--- src/rtl/btb_update_writer.sv ---
// rtl/btb_update_writer.sv - BTB write side: hashed update queue plus ASID flush invalidate sweep
module btb_update_writer #(
  parameter int BTB_INDEX_WIDTH                = 7,
  parameter int LOG_BTB_NWAY_ENTRIES_PER_BLOCK = 3,
  parameter int BTB_TAG_WIDTH                  = 8,
  parameter int ASID_WIDTH                     = 9,
  parameter int QUEUE_DEPTH                    = 4
) (
  input  logic                                      CLK,
  input  logic                                      nRST,
  input  logic                                      update_valid,
  input  logic [31:0]                               update_PC,
  input  logic [ASID_WIDTH-1:0]                     update_ASID,
  input  logic [31:0]                               update_target_PC,
  output logic                                      update_ready,
  input  logic                                      flush_req,
  output logic                                      flush_done,
  output logic                                      btb_write_valid,
  output logic [BTB_INDEX_WIDTH-1:0]                btb_write_index,
  output logic [LOG_BTB_NWAY_ENTRIES_PER_BLOCK-1:0] btb_write_entry,
  output logic [BTB_TAG_WIDTH-1:0]                  btb_write_tag,
  output logic [31:0]                               btb_write_target,
  output logic                                      btb_write_invalidate,
  input  logic                                      btb_write_ready
);

  localparam int L  = LOG_BTB_NWAY_ENTRIES_PER_BLOCK;
  localparam int I  = BTB_INDEX_WIDTH;
  localparam int T  = BTB_TAG_WIDTH;
  localparam int QW = $clog2(QUEUE_DEPTH);
  localparam int CW = QW + 1;
  localparam logic [CW-1:0] DEPTH_C    = CW'(QUEUE_DEPTH);
  localparam logic [I-1:0]  SWEEP_LAST = '1;

  typedef enum logic [1:0] {S_IDLE, S_FLUSH, S_DONE} state_t;

  state_t         state_q;
  logic [I-1:0]   sweep_q;
  logic [QW-1:0]  head_q, tail_q;
  logic [CW-1:0]  count_q, count_d;

  logic [I-1:0]   q_index_q  [QUEUE_DEPTH];
  logic [L-1:0]   q_entry_q  [QUEUE_DEPTH];
  logic [T-1:0]   q_tag_q    [QUEUE_DEPTH];
  logic [31:0]    q_target_q [QUEUE_DEPTH];

  // Same PC/ASID hash as the fetch-side lookup, so written entries are found later.
  logic [I-1:0]   asid_ext;
  logic [I-1:0]   enq_index;
  logic [L-1:0]   enq_entry;
  logic [T-1:0]   enq_tag;
  logic           unused_pc;

  generate
    if (ASID_WIDTH >= I) begin : g_asid_trunc
      assign asid_ext = update_ASID[I-1:0];
      if (ASID_WIDTH > I) begin : g_asid_high
        logic unused_asid;
        assign unused_asid = ^update_ASID[ASID_WIDTH-1:I];
      end
    end else begin : g_asid_zext
      assign asid_ext = {{(I-ASID_WIDTH){1'b0}}, update_ASID};
    end
  endgenerate

  assign enq_index = update_PC[I+L:L+1] ^ asid_ext;
  assign enq_entry = update_PC[L:1];
  assign enq_tag   = update_PC[T+I+L:I+L+1];
  assign unused_pc = ^{update_PC[31:T+I+L+1], update_PC[0]};

  logic enq, deq;

  // Ready never looks at the array grant, so a full queue blocks even while draining.
  assign update_ready = (state_q == S_IDLE) && (count_q < DEPTH_C) && !flush_req;
  assign enq          = update_valid && update_ready;
  assign deq          = (state_q == S_IDLE) && (count_q != '0) && btb_write_ready;
  assign flush_done   = (state_q == S_DONE);

  // Occupancy after this cycle's enqueue/dequeue.
  always_comb begin
    count_d = count_q;
    case ({enq, deq})
      2'b10:   count_d = count_q + 1'b1;
      2'b01:   count_d = count_q - 1'b1;
      default: count_d = count_q;
    endcase
  end

  // Update queue: a flush drops everything queued, since it belongs to the old context.
  always_ff @(posedge CLK or negedge nRST) begin
    if (!nRST) begin
      head_q  <= '0;
      tail_q  <= '0;
      count_q <= '0;
      for (int i = 0; i < QUEUE_DEPTH; i++) begin
        q_index_q[i]  <= '0;
        q_entry_q[i]  <= '0;
        q_tag_q[i]    <= '0;
        q_target_q[i] <= '0;
      end
    end else if (state_q == S_IDLE && flush_req) begin
      head_q  <= '0;
      tail_q  <= '0;
      count_q <= '0;
    end else begin
      if (enq) begin
        q_index_q[tail_q]  <= enq_index;
        q_entry_q[tail_q]  <= enq_entry;
        q_tag_q[tail_q]    <= enq_tag;
        q_target_q[tail_q] <= update_target_PC;
        tail_q             <= tail_q + 1'b1;
      end
      if (deq) begin
        head_q <= head_q + 1'b1;
      end
      count_q <= count_d;
    end
  end

  // Flush FSM: sweep every set once, pulse done, and restart on a new flush request.
  always_ff @(posedge CLK or negedge nRST) begin
    if (!nRST) begin
      state_q <= S_IDLE;
      sweep_q <= '0;
    end else begin
      case (state_q)
        S_IDLE: begin
          if (flush_req) begin
            state_q <= S_FLUSH;
            sweep_q <= '0;
          end
        end
        S_FLUSH: begin
          if (flush_req) begin
            sweep_q <= '0;
          end else if (btb_write_ready) begin
            if (sweep_q == SWEEP_LAST) begin
              state_q <= S_DONE;
              sweep_q <= '0;
            end else begin
              sweep_q <= sweep_q + 1'b1;
            end
          end
        end
        S_DONE: begin
          sweep_q <= '0;
          state_q <= flush_req ? S_FLUSH : S_IDLE;
        end
        default: begin
          state_q <= S_IDLE;
          sweep_q <= '0;
        end
      endcase
    end
  end

  // Write port mux: sweep invalidates while flushing, otherwise the queue head.
  always_comb begin
    btb_write_valid      = 1'b0;
    btb_write_invalidate = 1'b0;
    btb_write_index      = '0;
    btb_write_entry      = '0;
    btb_write_tag        = '0;
    btb_write_target     = '0;
    if (state_q == S_FLUSH) begin
      btb_write_valid      = 1'b1;
      btb_write_invalidate = 1'b1;
      btb_write_index      = sweep_q;
    end else if (state_q == S_IDLE && count_q != '0) begin
      btb_write_valid  = 1'b1;
      btb_write_index  = q_index_q[head_q];
      btb_write_entry  = q_entry_q[head_q];
      btb_write_tag    = q_tag_q[head_q];
      btb_write_target = q_target_q[head_q];
    end
  end

endmodule

--- config.mk ---
export PLATFORM = sky130hd
export DESIGN_NAME = btb_update_writer
export DESIGN_NICKNAME = d
export VERILOG_FILES = /design/src/rtl/btb_update_writer.sv
export SDC_FILE = /design/constraint.sdc
export NUM_CORES = 1
export LEC_CHECK = 0
export CAP_MARGIN = 25
export CORE_MARGIN = 1
export CORE_UTILIZATION = 45
export CTS_CLUSTER_SIZE = 24
export DETAILED_ROUTE_END_ITERATION = 16
export GPL_ROUTABILITY_DRIVEN = 0
export GPL_TIMING_DRIVEN = 1
export PLACE_DENSITY = 0.67
export SETUP_SLACK_MARGIN = 0.02
export SLEW_MARGIN = 20
export SYNTH_ARGS = -nofsm -noshare
export SYNTH_HDL_FRONTEND = slang
export SYNTH_SLANG_ARGS = --single-unit
--- constraint.sdc ---
create_clock -name CLK -period 3.4 [get_ports CLK]
set_input_delay 0.68 -clock CLK [delete_from_list [all_inputs] [get_ports CLK]]
set_output_delay 0.68 -clock CLK [all_outputs]
set_load 0.02 [all_outputs]
; Yosys cells after proc, flatten, opt, wreduce, memory -nomap -nowiden
; Cells that the tools add are included.
[word_totals]
ff_bits = 216
inputBits = 78
out_inout_bits = 54
word_cells = 112
[classes]
add_sub_neg = 5
magnitude_cmp = 4
eq_ne = 10
mux = 52
bitwise = 4
reduce_logical = 16
[op_table]
columns = op, n
row1 = $mux W32, 5
row2 = $bwmux W128, 1
row3 = $bmux W32 S2, 1
row4 = $demux W32 S2, 1
row5 = $mux W7, 9
row6 = $mux W8, 5
row7 = $bwmux W32, 1
row8 = $bwmux W28, 1
row9 = $mux W3, 6
row10 = $bmux W8 S2, 1
row11 = $demux W8 S2, 1
row12 = $mux W2, 8
row13 = $bmux W7 S2, 1
row14 = $demux W7 S2, 1
row15 = $pmux W7 S2, 1
row16 = $bwmux W12, 1
row17 = $ne A2 B2 Y1 const B, 4
row18 = $add A7 B1 Y7 const B, 1
row19 = $eq A7 B7 Y1 const B, 1
row20 = $logic_and A1 B1 Y1, 7
row21 = $xor A7 B7 Y7, 1
row22 = $bmux W3 S2, 1
row23 = $demux W3 S2, 1
row24 = $ge A3 B3 Y1 const B, 2
row25 = other kinds (19), 29

; Logic depth before layout (Yosys ltp)
; Gate-level depths: netlist of run 1.
[depth]
ltp_word = 7
mapped_depth = 8
ltp_nobuf = 7

; Worst setup path after synthesis of run 1
; Ideal clock, no wire load.
[synth_path]
path_type = input to register
from = input flush_req
to = register count_q[2]
arrival_ns = 2.508
required_ns = 3.322
setup_slack_ns = 0.814
stages = 7
path_buffers = 0
path_cell_list = nor4b_4 -> or2b_1 -> ha_1 -> fa_1 -> xnor2_1 -> or3_1 -> a21oi_1
[synth_between]
elab_chain_len = 6
word_cells_on_any_way = 9
[synth_rtl]
columns = element, line
row1 = "start, declared", 16  ; input logic flush_req,
row2 = $logic_not A1 Y1, 74  ; assign update_ready = (state_q == S_IDLE) && (count_q < DEPTH_C) && !flush_req;
row3 = $logic_and A1 B1 Y1, 74
row4 = $logic_and A1 B1 Y1, 75  ; assign enq = update_valid && update_ready;
row5 = $eq A2 B1 Y1 or $eq A2 B2 Y1 (tied branches), 82  ; case ({enq, deq})
row6 = $pmux W3 S2, 82
row7 = $mux W3, 101  ; end else if (state_q == S_IDLE && flush_req) begin
row8 = "end signal, assigned", 116  ; count_q <= count_d;
row9 = "end, declared", 40  ; logic [CW-1:0] count_q, count_d;
; Several ways; a longest one is shown, not always the timed one.
; A chain may end at the register's enable or synchronous reset.

; Final worst setup path of run 1
[layout_path]
from = register state_q[0]
to = output btb_write_index[4]
[layout_between]
elab_chain_len = 4
word_cells_on_any_way = 5
[layout_rtl]
columns = element, line
row1 = "start, declared", 37  ; state_t state_q;
row2 = "start signal, assigned", 147  ; state_q <= flush_req ? S_FLUSH : S_IDLE;
row3 = $logic_not A2 Y1, 169  ; end else if (state_q == S_IDLE && count_q != '0) begin
row4 = $logic_and A1 B1 Y1, 169
row5 = $mux W7, 169
row6 = $mux W7 (*), 165  ; if (state_q == S_FLUSH) begin
row7 = "end, declared", 19  ; output logic [BTB_INDEX_WIDTH-1:0] btb_write_index,
; Every way passes the cells marked *; elsewhere a longest branch is shown, timed or not.

==> results of run 1 <==
cell usage after synthesis (2+ instances only):
master	instances
a21oi_1	9
a22o_1	7
a311oi_1	2
and2_1	44
buf_2	8
buf_6	20
clkbuf_1	14
dfrtp_1	216
ha_1	6
inv_1	4
mux2_2	201
mux4_2	50
nand2_1	7
nand3_1	2
nand3b_2	4
nor2_1	5
nor2b_1	3
nor3_1	3
o211ai_1	2
o21ai_0	6
or2_2	3
or3_1	4
xor2_1	9
what timing repair did:
action / in CTS / in global routing
resized for setup: 1 / 6
endpoints found under the setup margin: 1 / 35
pin swaps: 0 / 0
buffers inserted: 0 / 4
hold endpoints to repair: 0 / 0
layout by cell type (no fill, tap or decap), types with 2 or more instances in the layout:
cell,instances
buf_12,8
or3_1,4
o211ai_1,2
or2_2,3
nor3_1,2
xor2_1,9
clkbuf_1,9
dlymetal6s2s_1,2
inv_1,4
dfrtp_1,213
a22o_1,7
bufinv_16,2
o21ai_0,6
a311oi_1,2
buf_4,20
nand3b_4,4
mux2_2,201
nor2_1,4
dfrtp_4,2
clkbuf_16,25
clkdlybuf4s50_1,112
nand3_1,2
ha_1,6
mux4_2,50
nand2_1,7
clkbuf_8,8
and2_1,44
a21oi_1,9
nor2b_1,3
logic make-up after synthesis:
group,count (synthesis)
AOI/OAI and AO/OA,31
muxes,252
xor gates and xnor gates,10
DFF,216
buffers and inverters,46
and+or+nand+nor,84
adders and majority gates,7
worst paths after layout:
path	end	slack (ns)	cells after the start	from
min	q_target_q[55]	0.18	1	nRST
min in group CLK	q_index_q[23]	0.50	1	q_index_q[23]
max reg2reg	count_q[2]	1.02	7	count_q[2]
max in group asynchronous	q_target_q[104]	2.21	2	nRST
min reg2reg	q_index_q[23]	0.50	1	q_index_q[23]
max	btb_write_index[4]	0.11	5	state_q[0]
metal layers:
| metal | wire (um) | part of all wire [%] | GRT usage [%] | vias up |
|---|---|---|---|---|
| met5 | 0 | 0 | 0 | - |
| met4 | 236 | 1.1 | 4.70 | 0 |
| met3 | 957 | 4.4 | 3.11 | 20 |
| met2 | 11600 | 53 | 35.3 | 121 |
| met1 | 9120 | 42 | 25.5 | 3102 |
| li1 | - | - | - | 2657 |
power by group through the flow:
| stage | Sequential, mW | Combinational, mW | Clock (mW) |
|---|---|---|---|
| 2_1_floorplan | 2.70 | 0.235 | 0 |
| 3_3_place_gp | 2.72 | 0.430 | 0 |
| 3_5_place_dp | 2.73 | 0.448 | 0 |
| 4_1_cts | 2.68 | 0.451 | 2.76 |
| 5_1_grt | 2.69 | 0.505 | 2.87 |
| 6_report | 2.68 | 0.455 | 2.68 |
through the flow:
stage                     area [um2]  util, %  instances  power [mW]  hold slack [ns]
after floorplan                10100        -        646        2.93            0.384
after global placement         11600     53.1       1025        3.15            0.481
after detailed placement       11600     53.1       1025        3.17            0.488
after CTS                      12500     56.9       1071        5.89            0.187
after global routing           12500     57.2       1075        6.06            0.217
final                          12500     57.2       1075        5.82            0.177
sequential cells by signal, summed over array words and instances (netlist names):
signal and flops:
q_target_q 128, q_tag_q 32, tail_q 2, q_index_q 28
state_q 2, q_entry_q 12, head_q 2, sweep_q 7
count_q 3
area by class of cell:
class | count | share of cell area [%]
timing repair buffer | 145 | 12.1
tap | 280 | 2.80
inverter | 4 | 0.120
clock buffer | 42 | 6.15
multi-input combinational | 384 | 35.0
clock inverter | 4 | 0.590
sequential | 216 | 43.3
worst register-to-register path, stage by stage (launching register included):
cell and delay (ns):
dfrtp_1 0.46, nor3_2 0.42, nor3_1 0.14, ha_1 0.25, fa_1 0.39, xnor2_1 0.16, or3_1 0.32, a21oi_1 0.16
==> run_summary.xml, run 1 <==
<?xml version="1.0" encoding="UTF-8"?>
<metrics>
  <group name="final_layout">
    <metric name="antennaDiodeCount" unit="">0</metric>
    <metric name="layout-area-overhead-vs-synth" unit="%">24.3</metric>
    <metric name="layout.filler_cells" unit="">1722</metric>
    <metric name="share_of_layout_cells_above_drive_strength_1" unit="%">41.9</metric>
    <metric name="nets" unit="">861</metric>
    <metric name="area.sequential" unit="mm2">0.00541</metric>
    <metric name="multi_input_gate_area_in_the_final_layout" unit="mm2">0.00438</metric>
  </group>
  <group name="sta">
    <metric name="hold_violations" unit="">0</metric>
    <metric name="setup-violations-final" unit="">0</metric>
    <metric name="worst_slew_margin_rel" unit="%">57.7</metric>
    <metric name="setup-tns-final" unit="ns">0</metric>
    <metric name="fin_crit" unit="ns">3.29</metric>
    <metric name="tightest_slew" unit="ns">0.634</metric>
    <metric name="worst_slack" unit="ns">0.107</metric>
    <metric name="fin_worst_skew" unit="ns">0.00813</metric>
    <metric name="final.period_utilization" unit="%">96.8</metric>
    <metric name="grt_setup_unrepaired" unit="">true</metric>
    <metric name="max_slew_vio_count" unit="">0</metric>
    <metric name="fmax" unit="MHz">304</metric>
  </group>
  <group name="critical_path">
    <metric name="timing.setup.critical_path_class" unit="">register to output port</metric>
    <metric name="sort_of_element_at_the_start_of_the_critical_path" unit="">register</metric>
    <metric name="slowest_stage_delay_on_critical_path" unit="ns">0.63</metric>
    <metric name="required" unit="ns">2.72</metric>
    <metric name="cp.arrival" unit="ns">2.61</metric>
    <metric name="cp_buf_inv_count" unit="">2</metric>
    <metric name="cp_max_fo" unit="">35</metric>
    <metric name="cp_cell_sequence" unit="">or2_2, nor2_4, buf_12, a22o_1, clkdlybuf4s50_1</metric>
    <metric name="critical_path_endpoint_category" unit="">output port</metric>
    <metric name="critical-path-top-delay-family" unit="">buffers and inverters</metric>
    <metric name="slowest_stage" unit="">clkdlybuf4s50_1</metric>
  </group>
  <group name="pwr">
    <metric name="seq_power_share" unit="%">46.1</metric>
    <metric name="pwr-share-comb" unit="%">7.8</metric>
    <metric name="p_per_area" unit="mW/mm2">465</metric>
    <metric name="netSwitchingPower" unit="mW">1.26</metric>
    <metric name="power_report.internal_total" unit="mW">4.56</metric>
    <metric name="irDropWorstVdd" unit="mV">0.245</metric>
    <metric name="p_clk_share" unit="%">46.1</metric>
    <metric name="p_leak" unit="nW">6.01</metric>
    <metric name="power.share.switching" unit="%">21.6</metric>
  </group>
  <group name="global_routing">
    <metric name="grt_pass1_vias" unit="">6564</metric>
    <metric name="grt_usage" unit="%">19.9</metric>
    <metric name="grt_max_degree" unit="">86</metric>
    <metric name="number_of_antenna_violations_at_the_first_check_in_global_routing" unit="">0</metric>
    <metric name="grt_pass1_wl" unit="um">35000</metric>
    <metric name="gr-total-overflow" unit="">0</metric>
  </group>
  <group name="synthesis">
    <metric name="synth_top_flop_cell" unit="">dfrtp_1</metric>
    <metric name="synth.top_cells.by_area" unit="">dfrtp_1, mux2_2, mux4_2</metric>
    <metric name="share_of_cell_area_taken_by_muxes_after_synthesis" unit="%">33.8</metric>
    <metric name="edff_count_synth" unit="">0</metric>
    <metric name="synth_top_family_by_area" unit="">multiplexers</metric>
    <metric name="synth-adder-area-share" unit="%">0.944</metric>
    <metric name="syn_avg_cell_area" unit="um2">15.6</metric>
    <metric name="simple_gate_portion_of_the_synthesized_area" unit="%">5.37</metric>
    <metric name="asyncSetResetFlopFracSynth" unit="%">100</metric>
    <metric name="synthCells" unit="">646</metric>
    <metric name="synth-compound-area-share" unit="%">2.08</metric>
    <metric name="seq_area_frac_synth" unit="%">53.7</metric>
    <metric name="distinct_cell_type_count_after_synthesis" unit="">40</metric>
    <metric name="synth_xor_xnor_area_share" unit="%">0.870</metric>
    <metric name="postSynthNetCount" unit="">731</metric>
    <metric name="number_of_register_bits_inferred_by_synthesis" unit="">216</metric>
    <metric name="ys_warn_count" unit="">0</metric>
    <metric name="synthesis.area" unit="mm2">0.0101</metric>
    <metric name="fraction_of_post_synthesis_cell_area_in_the_top_cell_type_by_area" unit="%">53.7</metric>
    <metric name="synth_top_area_cell" unit="">dfrtp_1</metric>
  </group>
  <group name="clocking">
    <metric name="clk_latency" unit="ns">0.51</metric>
    <metric name="total_cts_buffers" unit="">25</metric>
    <metric name="cts-root-to-sink-buffers" unit="">3</metric>
    <metric name="cts_tree" unit="">built</metric>
    <metric name="cts.hold.buffers_added" unit="">0</metric>
    <metric name="h-tree-depth" unit="">1</metric>
    <metric name="clkSinkCount" unit="">216</metric>
    <metric name="cts.root.buffer_cell" unit="">clkbuf_16</metric>
    <metric name="clk_pin_slew" unit="ns">0.05</metric>
  </group>
  <group name="job">
    <metric name="drv.max_cap_violation_count" unit="">0</metric>
  </group>
  <group name="die">
    <metric name="initial_utilization" unit="%">46.0</metric>
    <metric name="floorplan.die_area" unit="mm2">0.0230</metric>
    <metric name="ioPinCount" unit="">132</metric>
    <metric name="die_width" unit="um">152</metric>
    <metric name="floorplan.core_area" unit="mm2">0.0219</metric>
    <metric name="rows" unit="">54</metric>
    <metric name="die_h" unit="um">152</metric>
  </group>
  <group name="routing">
    <metric name="dr_total_vias" unit="">5900</metric>
    <metric name="post-route-drc-count" unit="">0</metric>
    <metric name="drt.antenna.violating_nets" unit="">0</metric>
    <metric name="first_pass_iters" unit="">4</metric>
    <metric name="wl_per_cell" unit="um">20.4</metric>
    <metric name="detail_route.iter0.violations" unit="">253</metric>
    <metric name="drt_wl_total" unit="um">21900</metric>
    <metric name="drt-vias-per-instance" unit="">5.49</metric>
  </group>
  <group name="placement">
    <metric name="dp_hpwl" unit="um">14400</metric>
    <metric name="io_buffers" unit="">115</metric>
    <metric name="dp_worst_setup_slack" unit="ns">0.238</metric>
  </group>
  <group name="min_path">
    <metric name="min_path_type" unit="">input port to asynchronous set/reset pin</metric>
  </group>
  <group name="outcome">
    <metric name="run_status" unit="">complete, no violations</metric>
  </group>
</metrics>
Power figures use the tool's default switching activity.
==> run 2: changes to the inputs <==
--- a/config.mk
+++ b/config.mk
@@ -14,6 +14,7 @@
 export GPL_TIMING_DRIVEN = 1
 export PLACE_DENSITY = 0.67
 export SETUP_SLACK_MARGIN = 0.02
+export SKIP_LAST_GASP = 1
 export SLEW_MARGIN = 20
 export SYNTH_ARGS = -nofsm -noshare
 export SYNTH_HDL_FRONTEND = slang
==> results of run 2 <==
Final layout, timing and power as in run 1 (identical DEF).
==> run 3: changes to the inputs <==
--- a/config.mk
+++ b/config.mk
@@ -6,7 +6,7 @@
 export NUM_CORES = 1
 export LEC_CHECK = 0
 export CAP_MARGIN = 25
-export CORE_MARGIN = 1
+export CORE_MARGIN = 2
 export CORE_UTILIZATION = 45
 export CTS_CLUSTER_SIZE = 24
 export DETAILED_ROUTE_END_ITERATION = 16
==> run_summary.xml, run 3 (synthesis results as in run 1) <==
<?xml version="1.0" encoding="UTF-8"?>
<metrics>
  <group name="sta">
    <metric name="timing.hold.ws" unit="ns">0.154</metric>
    <metric name="max_slew_vio_count" unit="">0</metric>
    <metric name="setup-violations-final" unit="">0</metric>
    <metric name="fmax" unit="MHz">306</metric>
    <metric name="worst_slack" unit="ns">0.136</metric>
    <metric name="grt_setup_unrepaired" unit="">false</metric>
    <metric name="hold_violations" unit="">0</metric>
    <metric name="tightest_slew" unit="ns">0.643</metric>
    <metric name="setup-tns-final" unit="ns">0</metric>
    <metric name="fin_worst_skew" unit="ns">0.0148</metric>
    <metric name="worst_slew_margin_rel" unit="%">57.1</metric>
    <metric name="fin_crit" unit="ns">3.26</metric>
    <metric name="final.period_utilization" unit="%">96.0</metric>
  </group>
  <group name="critical_path">
    <metric name="cp.arrival" unit="ns">2.58</metric>
    <metric name="cp_max_fo" unit="">14</metric>
    <metric name="cp-startpoint" unit="">head_q[0]</metric>
    <metric name="regToRegStartpoint" unit="">count_q[2]</metric>
    <metric name="required" unit="ns">2.72</metric>
    <metric name="sort_of_element_at_the_start_of_the_critical_path" unit="">register</metric>
    <metric name="timing.setup.critical_path_class" unit="">register to output port</metric>
    <metric name="r2r_setup_slack" unit="ns">1.05</metric>
    <metric name="critical_path_endpoint_category" unit="">output port</metric>
  </group>
  <group name="die">
    <metric name="initial_utilization" unit="%">46.0</metric>
    <metric name="ioPinCount" unit="">132</metric>
    <metric name="floorplan.die_area" unit="mm2">0.0236</metric>
    <metric name="die_h" unit="um">154</metric>
    <metric name="die_width" unit="um">154</metric>
    <metric name="floorplan.core_area" unit="mm2">0.0219</metric>
    <metric name="rows" unit="">54</metric>
  </group>
  <group name="clocking">
    <metric name="clk_pin_slew" unit="ns">0.06</metric>
    <metric name="cts_tree" unit="">built</metric>
    <metric name="cts.hold.buffers_added" unit="">0</metric>
    <metric name="cts.root.buffer_cell" unit="">clkbuf_16</metric>
    <metric name="cts-root-to-sink-buffers" unit="">3</metric>
    <metric name="total_cts_buffers" unit="">24</metric>
    <metric name="h-tree-depth" unit="">1</metric>
    <metric name="clk_latency" unit="ns">0.51</metric>
    <metric name="clkSinkCount" unit="">216</metric>
  </group>
  <group name="global_routing">
    <metric name="grt_pass1_wl" unit="um">35500</metric>
    <metric name="grt_pass1_vias" unit="">6685</metric>
    <metric name="number_of_antenna_violations_at_the_first_check_in_global_routing" unit="">0</metric>
    <metric name="gr-total-overflow" unit="">0</metric>
    <metric name="grt_max_degree" unit="">85</metric>
    <metric name="grt_usage" unit="%">18.8</metric>
  </group>
  <group name="pwr">
    <metric name="p_leak" unit="nW">5.92</metric>
    <metric name="irDropWorstVdd" unit="mV">0.242</metric>
    <metric name="p_per_area" unit="mW/mm2">451</metric>
  </group>
  <group name="routing">
    <metric name="post-route-drc-count" unit="">0</metric>
    <metric name="drt-vias-per-instance" unit="">5.52</metric>
    <metric name="detail_route.iter0.violations" unit="">248</metric>
    <metric name="drt_wl_total" unit="um">22000</metric>
    <metric name="first_pass_iters" unit="">4</metric>
    <metric name="dr_total_vias" unit="">5897</metric>
    <metric name="wl_per_cell" unit="um">20.6</metric>
    <metric name="drt.antenna.violating_nets" unit="">0</metric>
  </group>
  <group name="final_layout">
    <metric name="share_of_layout_cells_above_drive_strength_1" unit="%">41.6</metric>
    <metric name="antennaDiodeCount" unit="">0</metric>
    <metric name="layout.filler_cells" unit="">1744</metric>
    <metric name="reg_top3" unit="">q_target_q: 128 flops, q_tag_q: 32 flops, q_index_q: 28 flops</metric>
    <metric name="layout-area-overhead-vs-synth" unit="%">23.0</metric>
    <metric name="nets" unit="">859</metric>
    <metric name="layout_commonest_cell" unit="">dfrtp_1</metric>
    <metric name="final_cell_mix" unit="">dfrtp_1, mux2_2, clkdlybuf4s50_1, mux4_2, and2_1</metric>
    <metric name="largest_reg_flops" unit="">128</metric>
    <metric name="regMostFlops" unit="">q_target_q</metric>
  </group>
  <group name="placement">
    <metric name="dp_worst_setup_slack" unit="ns">0.313</metric>
    <metric name="io_buffers" unit="">115</metric>
    <metric name="dp_hpwl" unit="um">14400</metric>
  </group>
  <group name="outcome">
    <metric name="run_status" unit="">complete, no violations</metric>
  </group>
  <group name="min_path">
    <metric name="min_path_type" unit="">input port to asynchronous set/reset pin</metric>
  </group>
  <group name="job">
    <metric name="drv.max_cap_violation_count" unit="">0</metric>
  </group>
</metrics>
-- run 3: worst paths after layout --
path | to | depth (start not counted)
min in group CLK | q_target_q[7] | 1
min | q_target_q[86] | 1
max in group asynchronous | q_target_q[71] | 2
max | btb_write_index[3] | 4
max reg2reg | count_q[2] | 7
min reg2reg | q_target_q[7] | 1
-- run 3: metrics by stage --
| stage | area [um2] | std cells | total power [mW] | util [%] |
|---|---|---|---|---|
| after floorplan | 10100 | 646 | 2.93 | - |
| after global placement | 11600 | 1023 | 3.15 | 52.9 |
| after detailed placement | 11600 | 1023 | 3.17 | 52.9 |
| after CTS | 12300 | 1063 | 5.65 | 56.4 |
| after global routing | 12400 | 1068 | 5.82 | 56.6 |
| final | 12400 | 1068 | 5.59 | 56.6 |
-- run 3: critical path, cell delays in order, from the launching register on --
cell and delay (ns):
dfrtp_4 0.54, buf_12 0.21, mux4_2 0.51, a22o_1 0.24, clkdlybuf4s50_1 0.55
-- run 3: layer usage --
| layer | vias to the layer above | track usage, % | part of all wire (%) |
|---|---|---|---|
| li1 | 2628 | - | - |
| met1 | 3132 | 23.9 | 42 |
| met2 | 107 | 34.1 | 53 |
| met3 | 30 | 2.34 | 3.0 |
| met4 | 0 | 5.02 | 1.9 |
| met5 | - | 0 | 0 |
-- run 3: repair_timing --
action | 4_1_cts | 5_1_grt
resized for setup | 0 | 1
setup buffers | 0 | 5
endpoints found under the setup margin | 0 | 28
-- run 3: layout make-up --
| type | instances | area, um2 | area share [%] |
|---|---|---|---|
| clock buffer | 38 | 744 | 6.01 |
| multi-input combinational | 384 | 4380 | 35.4 |
| clock inverter | 2 | 10.0 | 0.0808 |
| tap | 280 | 350 | 2.83 |
| timing repair buffer | 144 | 1470 | 11.9 |
| inverter | 4 | 15.0 | 0.121 |
| sequential | 216 | 5410 | 43.7 |
-- run 3: report_power, final --
part	internal, mW	switching [mW]	leakage [nW]
Sequential	2.63	0.0514	2.98
Combinational	0.244	0.205	2.56
Clock	1.48	0.973	0.373
Total	4.36	1.23	5.92
